--- src/rtl/z_core_div_pkg.sv ---
// Shared definitions for the iterative divider: FSM state encoding and default widths.
package z_core_div_pkg;

    localparam int XLEN_DEFAULT  = 32;
    localparam int TAG_W_DEFAULT = 5;

    typedef enum logic [1:0] {
        IDLE  = 2'd0,
        CALC  = 2'd1,
        FIXUP = 2'd2,
        DONE  = 2'd3
    } state_t;

endpackage

--- src/rtl/z_core_div_sign_fix.sv ---
// Conditional two's-complement negation of a pair of values; used both to take
// operand magnitudes and to restore the sign of quotient/remainder.
module z_core_div_sign_fix
    import z_core_div_pkg::*;
#(
    parameter int W = XLEN_DEFAULT
) (
    input  logic [W-1:0] a,
    input  logic         neg_a,
    input  logic [W-1:0] b,
    input  logic         neg_b,
    output logic [W-1:0] a_fix,
    output logic [W-1:0] b_fix
);

    assign a_fix = neg_a ? ((~a) + W'(1)) : a;
    assign b_fix = neg_b ? ((~b) + W'(1)) : b;

endmodule

--- src/rtl/z_core_div_unit_p.sv ---
// Restoring radix-2 divider (RISC-V DIV/DIVU/REM/REMU), one quotient bit per cycle.
// Define Z_CORE_DIV_EARLY_OUT_EN to skip the iteration for divide-by-zero and signed overflow.
module z_core_div_unit_p
    import z_core_div_pkg::*;
#(
    parameter int XLEN  = XLEN_DEFAULT,
    parameter int TAG_W = TAG_W_DEFAULT
) (
    input  logic             clk,
    input  logic             rst,
    input  logic             in_valid,
    output logic             in_ready,
    input  logic [XLEN-1:0]  dividend,
    input  logic [XLEN-1:0]  divisor,
    input  logic             is_signed,
    input  logic             quotient_or_rem,
    input  logic [TAG_W-1:0] in_tag,
    input  logic             flush,
    output logic             out_valid,
    input  logic             out_ready,
    output logic [XLEN-1:0]  result,
    output logic [TAG_W-1:0] out_tag
);

    localparam int CW = $clog2(XLEN) + 1;
    localparam logic [XLEN-1:0] MIN_NEG = {1'b1, {(XLEN-1){1'b0}}};

    state_t state, state_nx;

    logic [XLEN-1:0]  quo, rem, dsr, dvd_raw, result_r;
    logic [TAG_W-1:0] tag_r;
    logic [CW-1:0]    cnt;
    logic             neg_q, neg_r, sel_q, div_zero, ovf;

    logic             accept, last, early;
    logic             in_zero, in_ovf;
    logic [XLEN-1:0]  dvd_abs, dsr_abs, q_fix, r_fix, fix_val;
    logic [XLEN:0]    shifted, trial;

    assign in_ready  = (state == IDLE) && !rst;
    assign accept    = in_valid && in_ready && !flush;
    assign out_valid = (state == DONE);
    assign result    = result_r;
    assign out_tag   = tag_r;

    assign in_zero = (divisor == '0);
    assign in_ovf  = is_signed && (dividend == MIN_NEG) && (&divisor);
    assign last    = (cnt == CW'(XLEN - 1));

`ifdef Z_CORE_DIV_EARLY_OUT_EN
    assign early = in_zero || in_ovf;
`else
    assign early = 1'b0;
`endif

    z_core_div_sign_fix #(.W(XLEN)) u_op_fix (
        .a     (dividend),
        .neg_a (is_signed && dividend[XLEN-1]),
        .b     (divisor),
        .neg_b (is_signed && divisor[XLEN-1]),
        .a_fix (dvd_abs),
        .b_fix (dsr_abs)
    );

    z_core_div_sign_fix #(.W(XLEN)) u_res_fix (
        .a     (quo),
        .neg_a (neg_q),
        .b     (rem),
        .neg_b (neg_r),
        .a_fix (q_fix),
        .b_fix (r_fix)
    );

    // Partial remainder shifted left with the next dividend bit; a set top bit
    // after subtraction means the divisor did not fit (restore).
    assign shifted = {rem, quo[XLEN-1]};
    assign trial   = shifted - {1'b0, dsr};

    always_comb begin
        fix_val = sel_q ? q_fix : r_fix;
        if (div_zero)
            fix_val = sel_q ? '1 : dvd_raw;
        else if (ovf)
            fix_val = sel_q ? MIN_NEG : '0;
    end

    always_ff @(posedge clk) begin
        if (rst)
            state <= IDLE;
        else
            state <= state_nx;
    end

    always_comb begin
        state_nx = state;
        case (state)
            IDLE:    if (accept) state_nx = early ? FIXUP : CALC;
            CALC:    if (last) state_nx = FIXUP;
            FIXUP:   state_nx = DONE;
            DONE:    if (out_ready) state_nx = IDLE;
            default: state_nx = IDLE;
        endcase
        if (flush)
            state_nx = IDLE;
    end

    always_ff @(posedge clk) begin
        if (rst) begin
            quo      <= '0;
            rem      <= '0;
            dsr      <= '0;
            dvd_raw  <= '0;
            result_r <= '0;
            tag_r    <= '0;
            cnt      <= '0;
            neg_q    <= 1'b0;
            neg_r    <= 1'b0;
            sel_q    <= 1'b0;
            div_zero <= 1'b0;
            ovf      <= 1'b0;
        end else begin
            if (accept) begin
                quo      <= dvd_abs;
                dsr      <= dsr_abs;
                rem      <= '0;
                cnt      <= '0;
                dvd_raw  <= dividend;
                neg_q    <= is_signed && (dividend[XLEN-1] ^ divisor[XLEN-1]);
                neg_r    <= is_signed && dividend[XLEN-1];
                sel_q    <= quotient_or_rem;
                div_zero <= in_zero;
                ovf      <= in_ovf;
                tag_r    <= in_tag;
            end else if (state == CALC && !flush) begin
                cnt <= cnt + CW'(1);
                if (!trial[XLEN]) begin
                    rem <= trial[XLEN-1:0];
                    quo <= {quo[XLEN-2:0], 1'b1};
                end else begin
                    rem <= shifted[XLEN-1:0];
                    quo <= {quo[XLEN-2:0], 1'b0};
                end
            end
            if (state == FIXUP && !flush)
                result_r <= fix_val;
        end
    end

endmodule

--- config.mk ---
export PLATFORM = sky130hd
export DESIGN_NAME = z_core_div_unit_p
export DESIGN_NICKNAME = d
export VERILOG_FILES = /design/src/rtl/z_core_div_pkg.sv /design/src/rtl/z_core_div_sign_fix.sv /design/src/rtl/z_core_div_unit_p.sv
export SDC_FILE = /design/constraint.sdc
export NUM_CORES = 1
export LEC_CHECK = 0
export ABC_AREA = 1
export CAP_MARGIN = 20
export CORE_ASPECT_RATIO = 0.75
export CORE_MARGIN = 2
export CORE_UTILIZATION = 60
export DETAILED_ROUTE_END_ITERATION = 10
export PLACE_DENSITY = 0.8
export SKIP_CTS_REPAIR_TIMING = 1
export SLEW_MARGIN = 15
export SYNTH_ARGS = -nofsm -noshare
export SYNTH_HDL_FRONTEND = slang
export SYNTH_HIERARCHICAL = 1
export SYNTH_SLANG_ARGS = --single-unit
--- constraint.sdc ---
create_clock -name clk -period 3.4 [get_ports clk]
set_clock_uncertainty 0.2 [all_clocks]
set_input_delay 0.51 -clock clk [delete_from_list [all_inputs] [get_ports clk]]
set_output_delay 0.51 -clock clk [all_outputs]
set_load 0.01 [all_outputs]
==> out/results.ini <==
[timing]
period_needed_ps = 2990
rsz0062_at_grt = false
hold_ws_ps = 247
setup_violations = 0
worstMarginPinSlew_ps = 967
timing.final.crit_share_pct = 87.8
maxSlewViolCount = 0
fmax_ghz = 0.335
report.final.hold_viol_count = 0
fin_setup_tns_ps = 0
slew_headroom_pct = 35.5

[layout]
final_common_cell = nand2_1
area_growth_pct = 13.4
mostFrequentLayoutCells = nand2_1 (929), inv_1 (345), nor2_1 (243)
layout-drive-gt1-share_pct = 4.52
final_nets = 2694
insertedDiodeCount = 0

[die]
num_rows = 49
ios = 115
die_w_um = 183
die_y_um = 138
core_area_um2 = 23800
start_util_pct = 60.6
die-area_um2 = 25300

[synth]
ys.flop_type = dfxtp_1
yosysWarnings = 6
synthCells = 2511
synth_edf_count = 0
syn_area_per_cell_um2 = 5.74
netlist_area_um2 = 14400
ys_async_sr_fraction_pct = 0
synth.ff_latch_count = 178
synth_cell_type_count = 42
syn-num-nets = 2630
ys_seq_area_share_pct = 24.7

[pwr]
ir_drop_v = 0.000334
powerDensity_nw_per_um2 = 373
p_leak_uw = 0.00790

[route]
drt_iter0_drc = 2257
dr.pass1.iters = 9
drc = 0
post_drt_wl_per_cell_um = 16.9
routed_via_density = 5.71
antenna_left = 0
vias = 16500
drt-total-wl_um = 49000

[placement]
dp_hpwl_um = 37800
port_buffers = 114
gp_congestion = 0.993

[clock_tree]
cts.clk_slew.worst_paths_ps = 70
cts_sinks = 178
clock_path_buffers = 2
cts.htree.levels = 4
cts_buffers = 17
clock_latency_ps = 440
cts_tree = built
root_buffer = clkbuf_16

[global_routing]
track_usage_pct = 38.2
grt_pass1_vias = 14200
grt-ovfl-total = 0
grt_max_degree = 94
grt_pass1_wl_um = 76700
antenna_found_initial = 0

[min_path]
hold_depth = 2
hold_class = flop to flop

[worst_setup_path]
crit_path_end_kind = flop
ff2ff_setup_slack_ps = 410
cp_max_fo = 33
criticalPathCategory = flop to flop
r2r_cells = 17
critPathArrivalTime_ps = 3090
critPathRequiredTime_ps = 3510
cp-start-kind = flop

[run_status]
status = completed

[run]
drv_cap = 0

## Yosys cell counts, drive strengths merged, types with 30 or more instances
| cell | count | share of area, % |
|---|---|---|
| nand2 | 947 | 25 |
| inv | 350 | 9.1 |
| nor2 | 275 | 8.0 |
| o21ai | 181 | 6.4 |
| dfxtp | 178 | 25 |
| nand3 | 131 | 4.6 |
| a31oi | 64 | 2.8 |
| a21oi | 63 | 2.3 |
| clkbuf | 51 | 1.3 |
| xor2 | 43 | 2.6 |
| ha | 42 | 3.6 |
| buf | 37 | 1.7 |
| o21a | 31 | 1.6 |
| xnor2 | 30 | 1.8 |
## sequential cells by signal (all words and copies together) (netlist names)
name,cells
neg_r,1
neg_q,1
ovf,1
div_zero,1
quo,32
result,32
state,2
sel_q,1
rem,32
out_tag,5
dvd_raw,32
dsr,32
cnt,6
## through the flow
step	cell area [um2]	setup WS [ps]	cells	total power (uW)	utilization, %
floorplan	14400	1010	2511	3330	-
global placement	15700	538	2862	3830	66.0
detailed placement	15700	491	2862	3850	66.0
CTS	16300	456	2894	6030	68.7
global route	16300	192	2894	6360	68.7
finish	16300	415	2894	6090	68.7
## layout make-up
class,instances,area [um2]
clock buffer,20,447
clock inverter,12,204
fill,2178,7450
inverter,351,1320
multi-input combinational,1894,9120
sequential,178,3560
tap,306,383
timing repair buffer,133,1310
## report_power, final
group	total (uW)	switching (uW)	leakage, uW	internal (uW)
registers	2240	70.1	0.00145	2170
clock network	2210	883	0.000307	1330
logic	1630	1090	0.00615	541
## kinds of logic (layout without fill, tap and decap cells)
kind of cell,after synthesis,count (layout),share of synthesized area [%]
xor gates and xnor gates,73,73,4.44
buffers and inverters,439,516,12.2
and+or+nand+nor,1412,1412,40.2
adders and majority gates,43,43,3.78
AOI/OAI and AO/OA,366,366,14.7
DFF,178,178,24.7
## critical path, cell delays in order (launching register included)
cell	delay, ps
dfxtp_1	420
inv_1	100
ha_1	250
fa_1	420
inv_1	90
nand2_1	50
nand2_1	80
nand3_1	90
nand2_2	150
nand2_2	60
nand2_2	80
nand2_2	70
nand2_2	80
nand2_2	70
nand2_4	290
nand2_1	170
nand3_1	100
a21oi_1	70
## routing by layer
| metal | up-vias | share of wire [%] | GRT usage, % |
|---|---|---|---|
| met5 | - | 0 | 0 |
| met2 | 930 | 40 | 52.5 |
| met4 | 0 | 0.95 | 6.11 |
| met1 | 7506 | 47 | 60.1 |
| li1 | 8029 | - | - |
| met3 | 49 | 13 | 9.46 |
## final timing paths
kind / start / to
worst max-delay path: quo[31] / rem[17]
worst min-delay path: dvd_raw[14] / dvd_raw[14]
worst max register to register: quo[31] / rem[17]
worst min register to register: dvd_raw[14] / dvd_raw[14]
Note: power is estimated with default switching activity, not from simulation.
